==> src/rtl/intersection_arbiter_if.sv <==
// Request and lamp signals of the intersection arbiter.
// The controller (master) drives requests; the arbiter (slave) drives lamps, tick and phase.
interface intersection_arbiter_if;
    logic       main_req;
    logic       side_req;
    logic       walk_req;
    logic [2:0] main_light;
    logic [2:0] side_light;
    logic       walk_light;
    logic       tick;
    logic [2:0] phase;

    modport master (
        output main_req, side_req, walk_req,
        input  main_light, side_light, walk_light, tick, phase
    );

    modport slave (
        input  main_req, side_req, walk_req,
        output main_light, side_light, walk_light, tick, phase
    );
endinterface

==> src/rtl/intersection_arbiter.sv <==
// Two-road traffic light arbiter: main road rests green, side road and pedestrians are served on demand.
// Define PED_PHASE_EN to build the WALK phase and the side/walk round-robin pointer.
module intersection_arbiter #(
    parameter int unsigned DIV       = 5,
    parameter int unsigned MIN_GREEN = 6,
    parameter int unsigned MAX_GREEN = 12,
    parameter int unsigned YELLOW    = 2,
    parameter int unsigned WALK_TIME = 5
) (
    input  logic                  clk,
    input  logic                  rst,
    intersection_arbiter_if.slave bus
);
    localparam int unsigned DIV_W   = (DIV > 1) ? $clog2(DIV) : 1;
    localparam int unsigned CNT_LIM = MAX_GREEN + MIN_GREEN + YELLOW + WALK_TIME;
    localparam int unsigned CNT_W   = $clog2(CNT_LIM + 1);

    localparam logic [2:0] LAMP_R = 3'b100;
    localparam logic [2:0] LAMP_Y = 3'b010;
    localparam logic [2:0] LAMP_G = 3'b001;

    typedef enum logic [2:0] {
        MAIN_G  = 3'd0,
        MAIN_Y  = 3'd1,
        ALL_RED = 3'd2,
        SIDE_G  = 3'd3,
        SIDE_Y  = 3'd4,
        WALK    = 3'd5
    } state_t;

    state_t           state;
    state_t           state_nxt;
    logic [DIV_W-1:0] div_cnt;
    logic [DIV_W-1:0] div_nxt;
    logic [CNT_W-1:0] phase_cnt;
    logic             tick_q;
    logic             side_pend;
    logic             walk_pend;
    logic             ptr_walk;
    logic             from_main;
    logic             enter_side_c;
    logic [2:0]       main_nxt;
    logic [2:0]       side_nxt;
    logic [2:0]       main_q;
    logic [2:0]       side_q;
    logic [2:0]       phase_q;

    // main_req is informational only: the main road is the rest phase.
`ifdef PED_PHASE_EN
    logic unused_req;
    assign unused_req = bus.main_req;
`else
    logic unused_req;
    assign unused_req = bus.main_req ^ bus.walk_req;
`endif

    assign div_nxt      = (div_cnt == DIV_W'(DIV - 1)) ? '0 : div_cnt + 1'b1;
    assign enter_side_c = (state_nxt == SIDE_G) && (state != SIDE_G);

    // Next phase; transitions are only evaluated on tick cycles.
    always_comb begin
        state_nxt = state;
        case (state)
            MAIN_G: begin
                if (tick_q && (phase_cnt >= CNT_W'(MIN_GREEN - 1)) && (side_pend || walk_pend))
                    state_nxt = MAIN_Y;
            end
            MAIN_Y: begin
                if (tick_q && (phase_cnt >= CNT_W'(YELLOW - 1)))
                    state_nxt = ALL_RED;
            end
            ALL_RED: begin
                if (tick_q) begin
                    if (!from_main)
                        state_nxt = MAIN_G;
                    else if (side_pend && (!ptr_walk || !walk_pend))
                        state_nxt = SIDE_G;
                    else if (walk_pend)
                        state_nxt = WALK;
                    else
                        state_nxt = MAIN_G;
                end
            end
            SIDE_G: begin
                if (tick_q && ((phase_cnt >= CNT_W'(MAX_GREEN - 1)) ||
                               ((phase_cnt >= CNT_W'(MIN_GREEN - 1)) && !bus.side_req)))
                    state_nxt = SIDE_Y;
            end
            SIDE_Y: begin
                if (tick_q && (phase_cnt >= CNT_W'(YELLOW - 1)))
                    state_nxt = ALL_RED;
            end
            WALK: begin
                if (tick_q && (phase_cnt >= CNT_W'(WALK_TIME - 1)))
                    state_nxt = ALL_RED;
            end
            default: state_nxt = MAIN_G;
        endcase
    end

    // Lamps follow the phase being entered so they line up with the state register.
    always_comb begin
        main_nxt = LAMP_R;
        side_nxt = LAMP_R;
        case (state_nxt)
            MAIN_G:  main_nxt = LAMP_G;
            MAIN_Y:  main_nxt = LAMP_Y;
            SIDE_G:  side_nxt = LAMP_G;
            SIDE_Y:  side_nxt = LAMP_Y;
            default: ;
        endcase
    end

    always_ff @(posedge clk or posedge rst) begin
        if (rst) begin
            state     <= MAIN_G;
            div_cnt   <= '0;
            tick_q    <= 1'b0;
            phase_cnt <= '0;
            side_pend <= 1'b0;
            from_main <= 1'b0;
            main_q    <= LAMP_G;
            side_q    <= LAMP_R;
            phase_q   <= 3'd0;
        end else begin
            state   <= state_nxt;
            div_cnt <= div_nxt;
            tick_q  <= (div_nxt == DIV_W'(DIV - 1));

            // Saturating tick count so an indefinitely held main green never wraps.
            if (state_nxt != state)
                phase_cnt <= '0;
            else if (tick_q && (phase_cnt != '1))
                phase_cnt <= phase_cnt + 1'b1;

            if (enter_side_c)
                side_pend <= 1'b0;
            else if (bus.side_req)
                side_pend <= 1'b1;

            if ((state_nxt == ALL_RED) && (state != ALL_RED))
                from_main <= (state == MAIN_Y);

            main_q  <= main_nxt;
            side_q  <= side_nxt;
            phase_q <= 3'(state_nxt);
        end
    end

`ifdef PED_PHASE_EN
    logic enter_walk_c;
    logic walk_q;

    assign enter_walk_c = (state_nxt == WALK) && (state != WALK);

    // Pedestrian demand latch and round-robin pointer (0 = side first, 1 = walk first).
    always_ff @(posedge clk or posedge rst) begin
        if (rst) begin
            walk_pend <= 1'b0;
            ptr_walk  <= 1'b0;
            walk_q    <= 1'b0;
        end else begin
            if (enter_walk_c)
                walk_pend <= 1'b0;
            else if (bus.walk_req)
                walk_pend <= 1'b1;

            if (enter_side_c)
                ptr_walk <= 1'b1;
            else if (enter_walk_c)
                ptr_walk <= 1'b0;

            walk_q <= (state_nxt == WALK);
        end
    end

    assign bus.walk_light = walk_q;
`else
    assign walk_pend      = 1'b0;
    assign ptr_walk       = 1'b0;
    assign bus.walk_light = 1'b0;
`endif

    assign bus.main_light = main_q;
    assign bus.side_light = side_q;
    assign bus.tick       = tick_q;
    assign bus.phase      = phase_q;

endmodule

==> src/flat_wrapper.sv <==
// flat-port wrapper written by rule: the top's interface ports become plain ports
module intersection_arbiter_flat 
#(
    parameter int unsigned DIV       = 5,
    parameter int unsigned MIN_GREEN = 6,
    parameter int unsigned MAX_GREEN = 12,
    parameter int unsigned YELLOW    = 2,
    parameter int unsigned WALK_TIME = 5
)
  (clk, rst, bus_main_req, bus_side_req, bus_walk_req, bus_main_light, bus_side_light, bus_walk_light, bus_tick, bus_phase);
  intersection_arbiter_if bus_i ();
  input  logic clk;
  input  logic rst;
  input wire logic [$bits(bus_i.main_req)-1:0] bus_main_req;
  input wire logic [$bits(bus_i.side_req)-1:0] bus_side_req;
  input wire logic [$bits(bus_i.walk_req)-1:0] bus_walk_req;
  output wire logic [$bits(bus_i.main_light)-1:0] bus_main_light;
  output wire logic [$bits(bus_i.side_light)-1:0] bus_side_light;
  output wire logic [$bits(bus_i.walk_light)-1:0] bus_walk_light;
  output wire logic [$bits(bus_i.tick)-1:0] bus_tick;
  output wire logic [$bits(bus_i.phase)-1:0] bus_phase;
  assign bus_i.main_req = bus_main_req;
  assign bus_i.side_req = bus_side_req;
  assign bus_i.walk_req = bus_walk_req;
  assign bus_main_light = bus_i.main_light;
  assign bus_side_light = bus_i.side_light;
  assign bus_walk_light = bus_i.walk_light;
  assign bus_tick = bus_i.tick;
  assign bus_phase = bus_i.phase;
  intersection_arbiter #(.DIV(DIV), .MIN_GREEN(MIN_GREEN), .MAX_GREEN(MAX_GREEN), .YELLOW(YELLOW), .WALK_TIME(WALK_TIME)) u_core (.clk(clk), .rst(rst), .bus(bus_i));
endmodule
==> config.mk <==
export PLATFORM = sky130hd
export DESIGN_NAME = intersection_arbiter_flat
export DESIGN_NICKNAME = d
export VERILOG_FILES = /design/src/rtl/intersection_arbiter_if.sv /design/src/rtl/intersection_arbiter.sv /design/src/flat_wrapper.sv
export SDC_FILE = /design/constraint.sdc
export NUM_CORES = 1
export LEC_CHECK = 0
export BUFFER_PORTS_ARGS = -buffer_cell sky130_fd_sc_hd__buf_2
export CORE_AREA = 2 2 48 50
export CTS_CLUSTER_DIAMETER = 80
export CTS_CLUSTER_SIZE = 10
export DETAILED_ROUTE_END_ITERATION = 8
export DIE_AREA = 0 0 50 52
export PLACE_DENSITY = 0.73
export SETUP_SLACK_MARGIN = 0.5
export SYNTH_ARGS = -nofsm -noshare
export SYNTH_HDL_FRONTEND = slang
export SYNTH_SLANG_ARGS = --single-unit
==> constraint.sdc <==
create_clock -name clk -period 1.95 [get_ports clk]
set_input_delay 0.585 -clock clk [delete_from_list [all_inputs] [get_ports clk]]
set_output_delay 0.585 -clock clk [all_outputs]
set_load 0.01 [all_outputs]
==> summary.md, run 1 <==
| Metric | Value |
|---|---|
| Final WS setup | `209 ps` |
| TritonCTS Sinks | `20` |
| Post-Synth Adder-Cell Area | `0.0694` |
| Largest family of logic cells by synthesized area | `simple AND/OR/NAND/NOR gates` |
| GRT Total Usage | `0.209` |
| Port Buf Inserts | `12` |
| Via count of the first global-routing pass | `888` |
| Drt drc | `0` |
| CTS Buf Count | `3` |
| Cells after Synth | `106` |
| Clock Tree Root | `clkbuf_4` |
| Worst Path Required | `2140 ps` |
| Yosys warning total | `0` |
| Final critical-path share of the clock period | `0.893` |
| Detailed-route wire length | `2620 µm` |
| Final ANT Viol Nets | `0` |
| # IOs | `16` |
| Final slew viol count | `0` |
| WP data arrival | `1930 ps` |
| Syn_nets | `117` |
| H-tree depth | `1` |
| N_diodes | `0` |
| Hold_buf cts | `0` |
| Die area | `2600 µm²` |
| Pleak | `0.000680 µW` |
| Max FO, Critical Path | `3` |
| First-pass GRT wire length | `4040 µm` |
| Final Hold Vio Count | `0` |
| Worst-path clk slew | `120 ps` |
| Clock latency on the worst-skew pair | `300 ps` |
| Iteration-0 DRC count of the detailed router | `15` |
| Pwr/cell area | `503 nW/µm²` |
| Most common cell after layout, fill and taps aside | `dfrtp_1` |
| Compound-gate portion of the synthesized area | `0.145` |
| Synth Cell Area | `1080 µm²` |
| Critical Path Sink Type | `register` |
| Crit path kind | `register to register` |
| Post-layout min period | `1740 ps` |
| Yosys cell types | `42` |
| RSZ-0062 raised after global routing | `yes` |
| Peak VDD IR | `410 µV` |
| Post-synthesis mux area share | `0.0197` |
| Die W | `50 µm` |
| Die H | `52 µm` |
| Outcome | `finished clean` |
| Site row count | `17` |
| Largest net degree at the start of global routing | `13` |
| Placer's final routability congestion estimate | `0.875` |
| Max_cap viols | `0` |
| Dpl cells | `148` |
| Grt total ovfl | `0` |
| Initial antenna violation count | `0` |
| CTS tree | `yes` |
| Synth Area per Inst | `10.2 µm²` |
| Max Fclk | `574 MHz` |
| Wire length per cell | `15.9 µm` |
| XOR/XNOR share of the synthesized area | `0.0243` |
| Seq/Total Area, Yosys | `0.465` |
| Via count | `911` |
| Worst Skew | `9.09 ps` |
| Most frequent cells in the layout | `14 x dfrtp_1, 13 x buf_4, 10 x buf_6, 9 x nor2_1` |
| Non-filler cells, final | `165` |
| Crit path launch type | `register` |
| Initial Util | `0.514` |
| Seq cells post-synth | `20` |
| Synth Area in Simple Gates | `0.221` |
| Pre-CTS setup slack | `160 ps` |
| Core area | `2110 µm²` |
| Hold WC Path Type | `input pin to async pin` |
| Nets | `149` |
| Vias per cell | `5.52` |
| Maximum clock path buffer count | `2` |
| Layout cells sized above 1 | `0.431` |
| Dpl hpwl | `1460 µm` |
| Layout area overhead | `40.9%` |
| Drt pass-1 iters | `4` |
| Final setup viols | `0` |
| Setup total negative slack | `0 ps` |
[per-stage QoR]
step / utilization / total power (µW) / instance area [µm²] / hold slack (ps)
6_report: 0.724 / 767 / 1530 / 246
5_1_grt: 0.724 / 801 / 1530 / 279
4_1_cts: 0.698 / 781 / 1470 / 247
3_5_place_dp: 0.570 / 439 / 1200 / 466
3_3_place_gp: 0.570 / 438 / 1200 / 459
2_1_floorplan: - / 434 / 1090 / 442
[synth_stat cells, drive strengths merged]
cell type | number | area (µm²)
a21o | 1 | 7.51
ha | 6 | 75.1
or3 | 2 | 12.5
nor2b | 6 | 37.5
o31ai | 2 | 15.0
nand3b | 3 | 35.0
a211oi | 2 | 20.0
conb | 1 | 3.75
o21a | 1 | 7.51
nand3 | 1 | 5.00
nand2b | 1 | 6.26
nor3b | 1 | 7.51
o21ai | 4 | 20.0
nand2 | 6 | 22.5
o221a | 1 | 11.3
inv | 8 | 30.0
and3b | 1 | 8.76
nor4 | 1 | 6.26
o211ai | 2 | 15.0
and2b | 1 | 7.51
a21boi | 1 | 7.51
clkbuf | 2 | 8.75
and3 | 3 | 18.8
nor2 | 9 | 33.8
mux2i | 1 | 10.0
xnor2 | 3 | 26.3
a41oi | 1 | 8.76
a31oi | 1 | 6.26
dfstp | 2 | 52.6
nand4 | 3 | 18.8
or4b | 1 | 10.0
dfrtp | 18 | 450
o311ai | 1 | 8.76
and2 | 1 | 8.76
a21oi | 4 | 20.0
o2111ai | 1 | 8.76
mux2 | 1 | 11.3
buf | 2 | 18.8
[power by group]
group	total (µW)	switching [µW]	internal (µW)
clock	336	129	207
combinational	15.6	11.4	4.27
sequential	416	0.412	415
total	767	140	627
[routing by layer]
| metal | vias to the layer above | share of wire | track usage |
|---|---|---|---|
| li1 | 433 | - | - |
| met1 | 463 | 0.44 | 0.260 |
| met2 | 13 | 0.54 | 0.373 |
| met3 | 2 | 0.020 | 0.0259 |
| met4 | 0 | 0.0065 | 0.0694 |
| met5 | - | 0 | 0 |
[critical path: stages (launching register included)]
cell and delay, ps:
dfrtp_1 450, inv_2 90, ha_4 190, o311ai_4 270
a21o_1 220, and2_4 180, nand3b_4 80, nor2b_1 140
[cells by family after synthesis]
kind of cell / Yosys count
buf+inv: 12
compound gates: 22
other cells: 1
mux: 2
xor+xnor: 3
fa+ha+maj: 6
flops: 20
simple gates: 40
[area by class of cell]
class	count	area [µm²]
Multi-Input combinational cell	74	634
Fill cell	147	581
Sequential cell	20	508
Timing Repair Buffer	31	265
Tap cell	28	35.0
Clock inverter	1	30.0
Inverter	8	30.0
Clock buffer	3	22.5
[state kept, by name, summed over array words and instances (netlist names)]
name,flops
u_core.phase_cnt,5
u_core.bus.main_light,3
u_core.bus.side_light,3
u_core.div_cnt,3
u_core.state,3
u_core.bus.tick,1
u_core.from_main,1
u_core.side_pend,1
[worst paths after layout]
path                                     start                       end  slack (ps)  cells past startpoint
max in group asynchronous                  rst  u_core.bus.main_light[0]        1130                      3
min                                        rst          u_core.side_pend         250                      2
max                        u_core.phase_cnt[1]  u_core.bus.main_light[1]         210                      7
min reg2reg                  u_core.div_cnt[0]         u_core.div_cnt[0]         490                      1
max reg2reg                u_core.phase_cnt[1]  u_core.bus.main_light[1]         210                      7
min in group clk             u_core.div_cnt[0]         u_core.div_cnt[0]         490                      1
[repair_timing]
action,in CTS,in global routing
gates resized for setup,26,9
pin swaps,15,8
setup endpoints to repair,21,21
setup buffers,10,3
No activity file was read; power rests on OpenSTA's default activity.
==> run 2: changes to the inputs <==
Settings changed: PLACE_DENSITY 0.73 to 0.81, SLEW_MARGIN set to 10.
==> run 2 against run 1 <==
Non-clock buffer count unchanged. First-iteration DRC count grew 13%. Critical path depth decreased by 1. Highest routed layer unchanged. Power rose by 1.7%. Via count down 0.99%. Sequential power is essentially flat. Maximum frequency increased by 1.3%. Routed wire length down 4.7%. Largest cell class unchanged.
==> summary.md, run 2 (same netlist as run 1, synthesis figures left out) <==
| Metric | Value |
|---|---|
| Outcome | `finished clean` |
| H-tree depth | `1 (unchanged)` |
| RSZ-0062 raised after global routing | `yes` |
| GR met3 Demand/Resource | `0.0287 (+0.00287)` |
| CTS Buf Count | `3 (unchanged)` |
| Dpl cells | `148 (unchanged)` |
| CTS tree | `yes` |
| Worst-path clk slew | `120 ps (about the same)` |
| Critical Path Max Stage Delay | `480 ps (+30 ps)` |
| Clock Tree Root | `clkbuf_4` |
| Pwr/cell area | `523 nW/µm² (+3.9%)` |
| Pre-CTS setup slack | `36.8 ps (-123 ps)` |
| Drt pass-1 iters | `4 (unchanged)` |
| Critical Path Sink Type | `register` |
| Largest net degree at the start of global routing | `21 (+8)` |
| CP max-delay cell | `dfrtp_2` |
| Met2 usage | `0.393 (+0.0197)` |
| Worst Skew | `8.74 ps (-0.355 ps)` |
| Internal Power | `628 µW (+0.11%)` |
| Max FO, Critical Path | `5 (+2)` |
| Nets | `149 (unchanged)` |
| Port Buf Inserts | `12 (unchanged)` |
| Initial Util | `0.514 (unchanged)` |
| Hold WC Path Type | `input pin to async pin` |
| Crit path kind | `register to register` |
| Net Sw Frac | `0.196 (+0.0127)` |
| Most frequent cells in the layout | `17 x buf_4, 13 x dfrtp_1, 9 x nor2_1, 8 x buf_2, 7 x inv_1` |
| Site row count | `17 (unchanged)` |
| Max reg flops | `5 (unchanged)` |
| Final critical-path share of the clock period | `0.881 (-0.0118)` |
| GRT Total Usage | `0.214 (+0.00562)` |
| Final Hold Vio Count | `0 (unchanged)` |
| Max_cap viols | `0 (unchanged)` |
| Layout area overhead | `37.9%` |
| Placer's final routability congestion estimate | `0.881 (+0.65%)` |
| FILL cells | `145 (-1.4%)` |
| Setup total negative slack | `0 ps (unchanged)` |
| Crit path launch type | `register` |
| Via count of the first global-routing pass | `914 (+2.9%)` |
| Cells along the critical path | `buf_4, o311ai_4, a21o_1, and2_4, nand3b_4, nor2b_1` |
| Die area | `2600 µm² (unchanged)` |
| WP data arrival | `1930 ps (about the same)` |
| Sequential share of power | `0.533 (-0.009)` |
| Register area | `509 µm² (+0.25%)` |
| Dpl hpwl | `1590 µm (+9.2%)` |
| Pleak | `0.000662 µW (-2.7%)` |
| Core area | `2110 µm² (unchanged)` |
| Vias per cell | `5.47 (-0.99%)` |
| Clk pwr share | `0.446 (+0.008)` |
| Peak VDD IR | `461 µV (+13%)` |
| Multi-input gate area | `631 µm² (-0.59%)` |
| Final ANT Viol Nets | `0 (unchanged)` |
| Non-filler cells, final | `165 (unchanged)` |
| Most common cell after layout, fill and taps aside | `buf_4` |
| Clock latency on the worst-skew pair | `320 ps (+20 ps)` |
| Drt drc | `0 (unchanged)` |
| Final slew viol count | `0 (unchanged)` |
| Via count | `902 (-0.99%)` |
| Busiest grt layer | `met2` |
| Grt total ovfl | `0 (unchanged)` |
| Combinational group share of total power | `0.021 (about the same)` |
| Worst Path Required | `2160 ps (+20 ps)` |
| Die H | `52 µm (unchanged)` |
| Post-layout min period | `1720 ps (-23.0 ps)` |
| Detailed-route wire length | `2490 µm (-4.7%)` |
| Maximum clock path buffer count | `2 (unchanged)` |
| First-pass GRT wire length | `4130 µm (+2.4%)` |
| Largest Register | `u_core.phase_cnt` |
| Die W | `50 µm (unchanged)` |
| # IOs | `16 (unchanged)` |
| Hold_ws | `267 ps (+20.2 ps)` |
| Psw | `153 µW (+8.8%)` |
| Initial antenna violation count | `0 (unchanged)` |
| Final setup viols | `0 (unchanged)` |
| Max Fclk | `582 MHz (+1.3%)` |
| Layout cells sized above 1 | `0.460 (+0.0292)` |
| TritonCTS Sinks | `20 (unchanged)` |
| GR Util met1 | `0.247 (-0.0130)` |
| N_diodes | `0 (unchanged)` |
| Final WS setup | `232 ps (+23.0 ps)` |
| Iteration-0 DRC count of the detailed router | `17 (+2)` |
| Wire length per cell | `15.1 µm (-4.7%)` |
run 2: layout make-up:
type / count / area share
Clock buffer: 3 / 0.0151
Clock inverter: 1 / 0.0201
Inverter: 8 / 0.0201
Multi-Input combinational cell: 74 / 0.422
Sequential cell: 20 / 0.341
Tap cell: 28 / 0.0235
Timing Repair Buffer: 31 / 0.158
run 2: path summary, 6_finish.rpt:
path / start / end / slack, ps / cells past startpoint
max in group asynchronous: rst / u_core.bus.main_light[0] / 1410 / 3
setup reg to reg: u_core.phase_cnt[0] / u_core.bus.main_light[1] / 230 / 6
hold reg to reg: u_core.div_cnt[0] / u_core.div_cnt[0] / 510 / 1
min in group clk: bus_side_req / u_core.side_pend / 490 / 2
hold / removal: rst / u_core.side_pend / 270 / 3
setup / recovery: u_core.phase_cnt[0] / u_core.bus.main_light[1] / 230 / 6
run 2: per-layer routing:
| metal | share of wire | wire length [µm] | vias to the layer above |
|---|---|---|---|
| met5 | 0 | 0 | - |
| met4 | 0.021 | 52 | 0 |
| met3 | 0.026 | 65 | 5 |
| met2 | 0.51 | 1280 | 19 |
| met1 | 0.44 | 1100 | 449 |
| li1 | - | - | 429 |
run 2: timing repair:
item	4_1_cts	5_1_grt
endpoints found under the setup margin	21	22
buffers inserted	9	4
pin swaps	11	7
gates resized for setup	20	11
hold buffers	0	0
gates cloned	0	0
run 2: per-stage QoR:
stage           util  power [µW]  cell area [µm²]
4_1_cts        0.668         779             1410
6_report       0.709         780             1490
3_3_place_gp   0.570         438             1200
5_1_grt        0.709         799             1490
2_1_floorplan      -         434             1090
3_5_place_dp   0.570         439             1200
run 2: power by group through the flow:
stage	Combinational, µW	Sequential (µW)	Clock (µW)
floorplan	10.7	423	0
global placement	15.0	423	0
detailed placement	15.4	424	0
CTS	15.9	416	347
global route	18.9	416	364
finish	16.5	416	348
run 2: critical path: cells and delay by family (launching register included):
family	cells	cell delay, ps
AOI/OAI and AO/OA	2	550
buffers and inverters	1	170
and+or+nand+nor	3	400
DFF	1	480
